--- src/rtl/mem_stage_if.sv ---
// Word-memory bus between mem_stage (master) and a variable-latency memory (slave).
// A request is held until the cycle in which mem_ack_in is high.
interface mem_stage_if;
    logic        mem_req_out;
    logic        mem_we_out;
    logic [31:0] mem_addr_out;
    logic [31:0] mem_wdata_out;
    logic [31:0] mem_rdata_in;
    logic        mem_ack_in;

    modport master (
        output mem_req_out, mem_we_out, mem_addr_out, mem_wdata_out,
        input  mem_rdata_in, mem_ack_in
    );

    modport slave (
        input  mem_req_out, mem_we_out, mem_addr_out, mem_wdata_out,
        output mem_rdata_in, mem_ack_in
    );
endinterface

--- src/rtl/mem_stage.sv ---
// Memory-access stage: one ALU result at a time, lw/lb/sw/sb against a req/ack word memory,
// byte stores done as read-modify-write, registered writeback packet with timeout abort.
module mem_stage #(
    parameter int TIMEOUT = 64
) (
    input  logic        clk,
    input  logic        rst_b,
    input  logic        valid_in,
    output logic        ready_out,
    input  logic [31:0] alu_mem_addr_in,
    input  logic [31:0] alu_data_in,
    input  logic [4:0]  alu_reg_num_in,
    input  logic        alu_reg_enable_in,
    input  logic        alu_lw_in,
    input  logic        alu_lb_in,
    input  logic        alu_sw_in,
    input  logic        alu_sb_in,
    mem_stage_if.master mem,
    output logic        wb_valid_out,
    output logic        wb_reg_enable_out,
    output logic [4:0]  wb_reg_num_out,
    output logic [31:0] wb_data_out,
    output logic        misaligned_out,
    output logic        mem_error_out
);
    localparam int CW = $clog2(TIMEOUT + 1);

    typedef enum logic [2:0] {IDLE, RD, WR, RMW_RD, RMW_WR, WB} state_t;
    typedef enum logic [2:0] {OP_NONE, OP_LW, OP_LB, OP_SW, OP_SB} op_t;

    state_t        state;
    op_t           op_in, op_q;
    logic [1:0]    lane_q;
    logic [7:0]    byte_q;
    logic [4:0]    reg_num_q;
    logic          reg_en_q;
    logic          misal_q;
    logic [CW-1:0] cnt;

    logic [4:0]    lane_sh;
    logic [7:0]    rd_byte;
    logic [31:0]   merged;
    logic          timed_out;
    logic          is_load;

    always_comb begin
        op_in = OP_NONE;
        if (alu_lw_in)      op_in = OP_LW;
        else if (alu_lb_in) op_in = OP_LB;
        else if (alu_sw_in) op_in = OP_SW;
        else if (alu_sb_in) op_in = OP_SB;
    end

    // Big-endian lanes: lane 0 is bits [31:24], so shift by (3 - lane) bytes.
    assign lane_sh   = {~lane_q, 3'b000};
    assign rd_byte   = 8'(mem.mem_rdata_in >> lane_sh);
    assign merged    = (mem.mem_rdata_in & ~(32'hFF << lane_sh)) | ({24'h0, byte_q} << lane_sh);
    assign timed_out = !mem.mem_ack_in && (cnt == CW'(TIMEOUT - 1));
    assign is_load   = (op_q == OP_LW) || (op_q == OP_LB);

    always_ff @(posedge clk) begin
        if (rst_b) begin
            state             <= IDLE;
            ready_out         <= 1'b1;
            op_q              <= OP_NONE;
            lane_q            <= '0;
            byte_q            <= '0;
            reg_num_q         <= '0;
            reg_en_q          <= 1'b0;
            misal_q           <= 1'b0;
            cnt               <= '0;
            mem.mem_req_out   <= 1'b0;
            mem.mem_we_out    <= 1'b0;
            mem.mem_addr_out  <= '0;
            mem.mem_wdata_out <= '0;
            wb_valid_out      <= 1'b0;
            wb_reg_enable_out <= 1'b0;
            wb_reg_num_out    <= '0;
            wb_data_out       <= '0;
            misaligned_out    <= 1'b0;
            mem_error_out     <= 1'b0;
        end else begin
            case (state)
                IDLE: if (valid_in) begin
                    ready_out        <= 1'b0;
                    cnt              <= '0;
                    op_q             <= op_in;
                    lane_q           <= alu_mem_addr_in[1:0];
                    byte_q           <= alu_data_in[7:0];
                    reg_num_q        <= alu_reg_num_in;
                    reg_en_q         <= alu_reg_enable_in;
                    misal_q          <= ((op_in == OP_LW) || (op_in == OP_SW)) &&
                                        (alu_mem_addr_in[1:0] != 2'b00);
                    mem.mem_addr_out <= {alu_mem_addr_in[31:2], 2'b00};
                    case (op_in)
                        OP_LW, OP_LB: begin
                            state           <= RD;
                            mem.mem_req_out <= 1'b1;
                            mem.mem_we_out  <= 1'b0;
                        end
                        OP_SW: begin
                            state             <= WR;
                            mem.mem_req_out   <= 1'b1;
                            mem.mem_we_out    <= 1'b1;
                            mem.mem_wdata_out <= alu_data_in;
                        end
                        OP_SB: begin
                            state           <= RMW_RD;
                            mem.mem_req_out <= 1'b1;
                            mem.mem_we_out  <= 1'b0;
                        end
                        default: begin
                            state             <= WB;
                            wb_valid_out      <= 1'b1;
                            wb_data_out       <= alu_data_in;
                            wb_reg_num_out    <= alu_reg_num_in;
                            wb_reg_enable_out <= alu_reg_enable_in && (alu_reg_num_in != 5'd0);
                            misaligned_out    <= 1'b0;
                            mem_error_out     <= 1'b0;
                        end
                    endcase
                end
                RD, WR, RMW_RD, RMW_WR: begin
                    if (mem.mem_ack_in && state == RMW_RD) begin
                        state             <= RMW_WR;
                        cnt               <= '0;
                        mem.mem_we_out    <= 1'b1;
                        mem.mem_wdata_out <= merged;
                    end else if (mem.mem_ack_in || timed_out) begin
                        // Same-cycle ack beats the timeout, so error is simply "no ack".
                        state             <= WB;
                        cnt               <= '0;
                        mem.mem_req_out   <= 1'b0;
                        mem.mem_we_out    <= 1'b0;
                        wb_valid_out      <= 1'b1;
                        wb_reg_num_out    <= reg_num_q;
                        misaligned_out    <= misal_q;
                        mem_error_out     <= !mem.mem_ack_in;
                        wb_reg_enable_out <= mem.mem_ack_in && is_load && reg_en_q &&
                                             (reg_num_q != 5'd0);
                        if (mem.mem_ack_in && op_q == OP_LW) wb_data_out <= mem.mem_rdata_in;
                        if (mem.mem_ack_in && op_q == OP_LB) wb_data_out <= {{24{rd_byte[7]}}, rd_byte};
                    end else begin
                        cnt <= cnt + 1'b1;
                    end
                end
                WB: begin
                    state          <= IDLE;
                    ready_out      <= 1'b1;
                    wb_valid_out   <= 1'b0;
                    misaligned_out <= 1'b0;
                    mem_error_out  <= 1'b0;
                end
                default: state <= IDLE;
            endcase
        end
    end
endmodule

--- src/flat_wrapper.sv ---
// flat-port wrapper written by rule: the top's interface ports become plain ports
module mem_stage_flat 
#(
    parameter int TIMEOUT = 64
)
  (clk, rst_b, valid_in, ready_out, alu_mem_addr_in, alu_data_in, alu_reg_num_in, alu_reg_enable_in, alu_lw_in, alu_lb_in, alu_sw_in, alu_sb_in, wb_valid_out, wb_reg_enable_out, wb_reg_num_out, wb_data_out, misaligned_out, mem_error_out, mem_mem_req_out, mem_mem_we_out, mem_mem_addr_out, mem_mem_wdata_out, mem_mem_rdata_in, mem_mem_ack_in);
  mem_stage_if mem_i ();
  input  logic clk;
  input  logic rst_b;
  input  logic valid_in;
  output logic ready_out;
  input  logic [31:0] alu_mem_addr_in;
  input  logic [31:0] alu_data_in;
  input  logic [4:0] alu_reg_num_in;
  input  logic alu_reg_enable_in;
  input  logic alu_lw_in;
  input  logic alu_lb_in;
  input  logic alu_sw_in;
  input  logic alu_sb_in;
  output logic wb_valid_out;
  output logic wb_reg_enable_out;
  output logic [4:0] wb_reg_num_out;
  output logic [31:0] wb_data_out;
  output logic misaligned_out;
  output logic mem_error_out;
  output wire logic [$bits(mem_i.mem_req_out)-1:0] mem_mem_req_out;
  output wire logic [$bits(mem_i.mem_we_out)-1:0] mem_mem_we_out;
  output wire logic [$bits(mem_i.mem_addr_out)-1:0] mem_mem_addr_out;
  output wire logic [$bits(mem_i.mem_wdata_out)-1:0] mem_mem_wdata_out;
  input wire logic [$bits(mem_i.mem_rdata_in)-1:0] mem_mem_rdata_in;
  input wire logic [$bits(mem_i.mem_ack_in)-1:0] mem_mem_ack_in;
  assign mem_mem_req_out = mem_i.mem_req_out;
  assign mem_mem_we_out = mem_i.mem_we_out;
  assign mem_mem_addr_out = mem_i.mem_addr_out;
  assign mem_mem_wdata_out = mem_i.mem_wdata_out;
  assign mem_i.mem_rdata_in = mem_mem_rdata_in;
  assign mem_i.mem_ack_in = mem_mem_ack_in;
  mem_stage #(.TIMEOUT(TIMEOUT)) u_core (.clk(clk), .rst_b(rst_b), .valid_in(valid_in), .ready_out(ready_out), .alu_mem_addr_in(alu_mem_addr_in), .alu_data_in(alu_data_in), .alu_reg_num_in(alu_reg_num_in), .alu_reg_enable_in(alu_reg_enable_in), .alu_lw_in(alu_lw_in), .alu_lb_in(alu_lb_in), .alu_sw_in(alu_sw_in), .alu_sb_in(alu_sb_in), .mem(mem_i), .wb_valid_out(wb_valid_out), .wb_reg_enable_out(wb_reg_enable_out), .wb_reg_num_out(wb_reg_num_out), .wb_data_out(wb_data_out), .misaligned_out(misaligned_out), .mem_error_out(mem_error_out));
endmodule
--- config.mk ---
export PLATFORM = sky130hd
export DESIGN_NAME = mem_stage_flat
export DESIGN_NICKNAME = d
export VERILOG_FILES = /design/src/rtl/mem_stage_if.sv /design/src/rtl/mem_stage.sv /design/src/flat_wrapper.sv
export SDC_FILE = /design/constraint.sdc
export NUM_CORES = 1
export LEC_CHECK = 0
export BUFFER_PORTS_ARGS = -buffer_cell sky130_fd_sc_hd__buf_2
export CORE_AREA = 2 2 138 140
export DETAILED_ROUTE_END_ITERATION = 8
export DIE_AREA = 0 0 140 142
export PLACE_DENSITY = 0.63
export SLEW_MARGIN = 0
export SYNTH_ARGS = -nofsm -noshare
export SYNTH_HDL_FRONTEND = slang
export SYNTH_SLANG_ARGS = --single-unit
--- constraint.sdc ---
create_clock -name clk -period 3.9 [get_ports clk]
set_input_delay 0.39 -clock clk [delete_from_list [all_inputs] [get_ports clk]]
set_output_delay 0.39 -clock clk [all_outputs]
set_load 0.05 [all_outputs]
# --- After elaboration in Yosys (flattened, before gate mapping) ---
# Cells that the tools add are included.
word_totals:
  ff_bits: 136
  out_inout_bits: 108
classes:
  addsub: 1
  eq_ne: 22
  shifts: 3
  n_mux: 58
  n_bitwise: 4
  n_reduce_logical: 34
op_table:
  columns: ["op", "n"]
  rows:
  - ["$mux W32", 9]
  - ["$pmux W32 S2", 2]
  - ["$and A32 B32 Y32", 1]
  - ["$not A32 Y32", 1]
  - ["$or A32 B32 Y32", 1]
  - ["$shl A8 B5 Y32", 1]
  - ["$shl A8 B5 Y32 const A", 1]
  - ["$shr A32 B5 Y8", 1]
  - ["$mux W1", 21]
  - ["$mux W3", 7]
  - ["$mux W7", 3]
  - ["$mux W5", 4]
  - ["$eq A3 B2 Y1 const B", 5]
  - ["$reduce_and A5 Y1", 3]
  - ["$pmux W7 S2", 1]
  - ["$pmux W1 S2", 5]
  - ["$pmux W5 S2", 1]
  - ["$reduce_bool A5 Y1", 2]
  - ["$eq A3 B1 Y1 const B", 3]
  - ["$eq A3 B3 Y1 const B", 3]
  - ["$logic_and A1 B1 Y1", 9]
  - ["$pmux W1 S3", 3]
  - ["$pmux W3 S3", 1]
  - ["$ne A2 B2 Y1 const B", 4]
  - ["other kinds (18)", 30]

# --- Longest topological paths before layout ---
depth:
  ltp_word: 9
  mapped_depth: 7

# --- Worst setup path after synthesis ---
# No wires, ideal clock.
synth_path:
  path_kind: "register -> register"
  start: "register u_core.lane_q[0]"
  end: "register u_core.wb_data_out[11]"
  setup_ns: 0.128
  arrival_time_ns: 1.633
  required_ns: 3.772
  path_slack_ns: 2.139
  stages_incl_launch_ff: 7
  n_path_buf: 2
  period_less_slack_ns: 1.761
  cell_sequence: "dfxtp_1 > mux4_2 > and4_1 > buf_2 > buf_6 > a311oi_1 > o211ai_1"
synth_between:
  elab_chain_cells: 6
synth_rtl:
  columns: ["item", "line", "text"]
  rows:
  - ["start, declared", "mem_stage.sv:33", "logic [1:0] lane_q;"]
  - ["start signal, assigned", "mem_stage.sv:88", "lane_q <= alu_mem_addr_in[1:0];"]
  - ["$not A2 Y2", "mem_stage.sv:55", "assign lane_sh = {~lane_q, 3'b000};"]
  - ["$shr A32 B5 Y8", "mem_stage.sv:56", "assign rd_byte = 8'(mem.mem_rdata_in >> lane_sh);"]
  - ["$mux W32", "mem_stage.sv:142", "if (mem.mem_ack_in && op_q == OP_LB) wb_data_out <= {{24{rd_byte[7]}}, rd_byte};"]
  - ["$mux W32", "mem_stage.sv:129", "end else if (mem.mem_ack_in || timed_out) begin"]
  - ["$mux W32", "mem_stage.sv:124", "if (mem.mem_ack_in && state == RMW_RD) begin"]
  - ["$pmux W32 S2", "mem_stage.sv:83", "case (state)"]
  - ["end signal, assigned", "mem_stage.sv:115", "wb_data_out <= alu_data_in;"]
  - ["end signal, assigned", "mem_stage.sv:141", "if (mem.mem_ack_in && op_q == OP_LW) wb_data_out <= mem.mem_rdata_in;"]
  - ["end signal, assigned", "mem_stage.sv:142", null]
  - ["end, declared", "mem_stage.sv:22", "output logic [31:0] wb_data_out,"]
# No other way between the ends. The select of a mux whose other input is x is not followed.
# A chain may end at the register's enable or synchronous reset.

# --- Worst setup path after layout ---
layout_path:
  start: "register u_core.state[0]"
  end: "register u_core.wb_data_out[23]"
layout_between:
  elab_chain_cells: 4
layout_rtl:
  columns: ["item", "line", "text"]
  rows:
  - ["start, declared", "mem_stage.sv:31", "state_t state;"]
  - ["start signal, assigned", "mem_stage.sv:63", "state <= IDLE;"]
  - ["start signal, assigned", "mem_stage.sv:97", "state <= RD;"]
  - ["start signal, assigned", "mem_stage.sv:102", "state <= WR;"]
  - ["$eq A3 B1 Y1 (tied with other cells)", "mem_stage.sv:83", null]
  - ["$reduce_or A4 Y1 or $logic_and A1 B1 Y1 (tied branches)", "mem_stage.sv:83, mem_stage.sv:124", null]
  - ["$ne A3 B1 Y1 (no source line) (tied with other cells)", null, null]
  - ["$reduce_and A6 Y1 (no source line)", null, null]
# Parallel ways exist; a longest one is shown, timed or not.

==> summary.txt <==
Timing
  – Worst Max-Slew Pin Slew: 1.24 ns
  – Final setup TNS: 0 ns
  – Final hold vios: 0
  – Final setup fails: 0
  – RSZ-0062 raised after global routing: no
  – Final Cycle Share: 70.3%
  – Tmin final: 2.74 ns
  – Max Clk Rate: 365 MHz
  – Clock skew: 0.0126 ns
  – Relative slew slack: 17.1%
  – Pins Over Slew Limit: 0

Finish
  – Nets@finish: 1118
  – Leading cell type in the layout, fill and taps excluded: buf_2
  – Layout cells sized above 1: 27.7%
  – Most frequent cells in the layout: buf_2 (214), nand2_1 (148), dfxtp_1 (135)
  – Layout Area Growth over Synthesis: 22.5%

Power and ir drop
  – Clock power frac: 34.2%
  – Tot Pwr: 5020 µW
  – Internal power: 2970 µW
  – Sequential fraction of design power: 32.7%
  – Psw: 2050 µW
  – P_leak: 0.00359 µW
  – Combinational fraction of design power: 33.1%
  – Pwr Density: 565 nW/µm²
  – Switch share: 40.8%
  – Maximum VDD drop: 0.349 mV

Global routing
  – Met2 usage: 34.9%
  – Layer with the highest usage: met2
  – Total track usage: 24.4%
  – Congestion Overflow GR: 0
  – Vias in the first global route: 6688
  – Met1 Usage GRT: 33.5%
  – Pin count of the biggest net entering global routing: 93
  – First-pass GRT wire length: 37900 µm
  – Met3 GRT Util: 8.98%
  – Antenna violations before repair: 3

Logic synthesis
  – Syn. warnings: 0
  – EDFF count, synth: 0
  – Mapped Cells: 853
  – Distinct cell type count after synthesis: 68
  – Avg Inst Size Synth: 8.50 µm²
  – Netlist area before placement: 7250 µm²
  – Seq/Total Area, Yosys: 37.5%
  – Yosys top cell area share: 37.5%
  – Synth Flop Type: dfxtp_1
  – Cell taking the most area after synthesis: dfxtp_1
  – Asr flop ratio synth: 0%
  – #FFs+latches synth: 136
  – Synth area leaders: dfxtp_1 (38%), a21oi_1 (8.6%), nand2_1 (7.7%)

CTS
  – Clock root buffer: clkbuf_16
  – Cts bufs inserted: 17
  – Insertion delay to the later sink of the worst-skew pair: 0.43 ns
  – H-tree levels: 4
  – Clock slew at reported path FFs: 0.07 ns
  – # resized after CTS: 0
  – Max clock buf depth: 2
  – Number of hold buffers added after cts: 0
  – Clk sink count: 136
  – CTS tree: yes
  – Post-CTS Setup Inserts: 0

Min path
  – Tightest Hold Check Type: in -> reg
  – Min-delay src: alu_mem_addr_in[13]
  – Hold path depth: 3
  – Hold endpoint: u_core.mem.mem_addr_out[13]

Floorplan
  – Core area: 18500 µm²
  – Initial core utilization: 39.3%
  – Die area: 19900 µm²
  – Row count: 50
  – Num ports: 218
  – Die height: 142 µm
  – Die X: 140 µm

Drt
  – Via count: 7344
  – First DRT Iteration DRCs: 733
  – DRT antenna net count: 0
  – Drt pass-1 iters: 9
  – Vias per cell: 5.85
  – Drt drc: 24
  – WL per Instance: 20.1 µm
  – WL final: 25300 µm

Setup path
  – Worst Setup End Kind: flop
  – Reg2reg start: u_core.state[0]
  – Flop-to-flop setup slack: 1.16 ns
  – Max Fanout on Critical Path: 31
  – WP data arrival: 3.08 ns
  – Reg-to-reg endpoint: u_core.wb_data_out[23]
  – Cells on worst reg2reg path: 4
  – Worst setup SP type: flop
  – Crit path required time: 4.24 ns
  – WS Path Type: reg -> reg

Placement
  – Post-DP HPWL: 17700 µm
  – Routability cong.: 0.941
  – IO Port Bufs: 215

Run status
  – Failing checks: DRC
  – Status: complete, but fails checks

Run
  – Maxcap violations: 0
[area by class of cell]
| type | count | area [µm²] |
|---|---|---|
| Fill cell | 1858 | 9570 |
| Multi-Input combinational cell | 620 | 4060 |
| Sequential cell | 136 | 2720 |
| Timing Repair Buffer | 226 | 1160 |
| Clock buffer | 17 | 425 |
| Tap cell | 234 | 293 |
| Clock inverter | 15 | 198 |
| Inverter | 6 | 22.5 |
| Antenna cell | 2 | 5.00 |
[worst max-delay path, stage by stage, from the launching register on]
cell	delay, ns
dfxtp_1	0.46
nor3_4	0.45
nand3_4	0.39
a21oi_1	1.07
mux2i_1	0.28
[metal layers]
layer / share of wire (%) / up-vias
met4: 3.2 / 2
met5: 0.051 / -
met1: 43 / 3386
li1: - / 3480
met2: 43 / 412
met3: 11 / 64
[state kept, by name (all words and copies together) (netlist names)]
name,cells
u_core.byte_q,8
u_core.ready_out,1
u_core.reg_num_q,5
u_core.mem.mem_addr_out,30
u_core.mem_error_out,1
u_core.wb_valid_out,1
u_core.mem.mem_wdata_out,32
u_core.lane_q,2
u_core.wb_data_out,32
u_core.cnt,7
u_core.misaligned_out,1
u_core.reg_en_q,1
u_core.op_q,3
u_core.misal_q,1
u_core.mem.mem_req_out,1
u_core.wb_reg_num_out,5
u_core.mem.mem_we_out,1
u_core.wb_reg_enable_out,1
u_core.state,3
[how the worst max path moves through the flow]
stage	start	end	slack, ns	depth (start not counted)
after floorplan	u_core.lane_q[0]	u_core.wb_data_out[11]	2.14	6
after global placement	alu_sw_in	u_core.wb_data_out[26]	1.06	5
after detailed placement	alu_sw_in	u_core.wb_data_out[23]	1.06	5
after CTS	u_core.state[0]	u_core.wb_data_out[23]	1.20	4
after global routing	u_core.state[0]	u_core.wb_data_out[27]	0.94	4
final	u_core.state[0]	u_core.wb_data_out[23]	1.16	4
[logic make-up after synthesis]
kind of cell    share of synthesized area (%)
compound gates                           31.0
simple gates                             16.5
flops                                    37.5
buf+inv                                  7.00
mux                                      7.50
xor+xnor                                0.242
fa+ha+maj                               0.172
other cells                            0.0517
[power by group through the flow]
stage | clock network (µW) | registers, µW | logic [µW]
floorplan | 0 | 2000 | 919
global placement | 0 | 1670 | 1630
detailed placement | 0 | 1670 | 1630
CTS | 1740 | 1640 | 1640
global route | 1810 | 1660 | 1760
finish | 1720 | 1640 | 1660
[synth_stat cells, types with 3 or more instances]
master / n
and3_1: 3
o221ai_1: 13
o211ai_2: 3
nand3_1: 31
nand2_1: 148
o211ai_1: 21
inv_1: 5
a311oi_1: 16
a221oi_1: 7
o2bb2ai_1: 7
buf_6: 11
nor2_1: 8
nor3_1: 5
a2111o_1: 39
a21boi_1: 4
buf_2: 30
a21oi_1: 125
a41oi_1: 7
buf_4: 5
mux2i_1: 51
a21boi_0: 11
nor2b_1: 27
dfxtp_1: 136
a311oi_2: 5
o21ai_0: 34
o21ai_1: 5
clkbuf_1: 43
or3_1: 3
[stage by stage]
step	hold slack (ns)	worst slack [ns]	util [%]	area, µm²	std cells
final	0.192	1.16	48.1	8880	1256
after global routing	0.176	0.941	48.1	8880	1255
after CTS	0.177	1.20	48.1	8880	1254
after detailed placement	0.443	1.06	44.7	8260	1222
after global placement	0.438	1.06	44.7	8260	1222
after floorplan	0.432	2.14	-	7260	854
(Power assumes the default switching activity.)
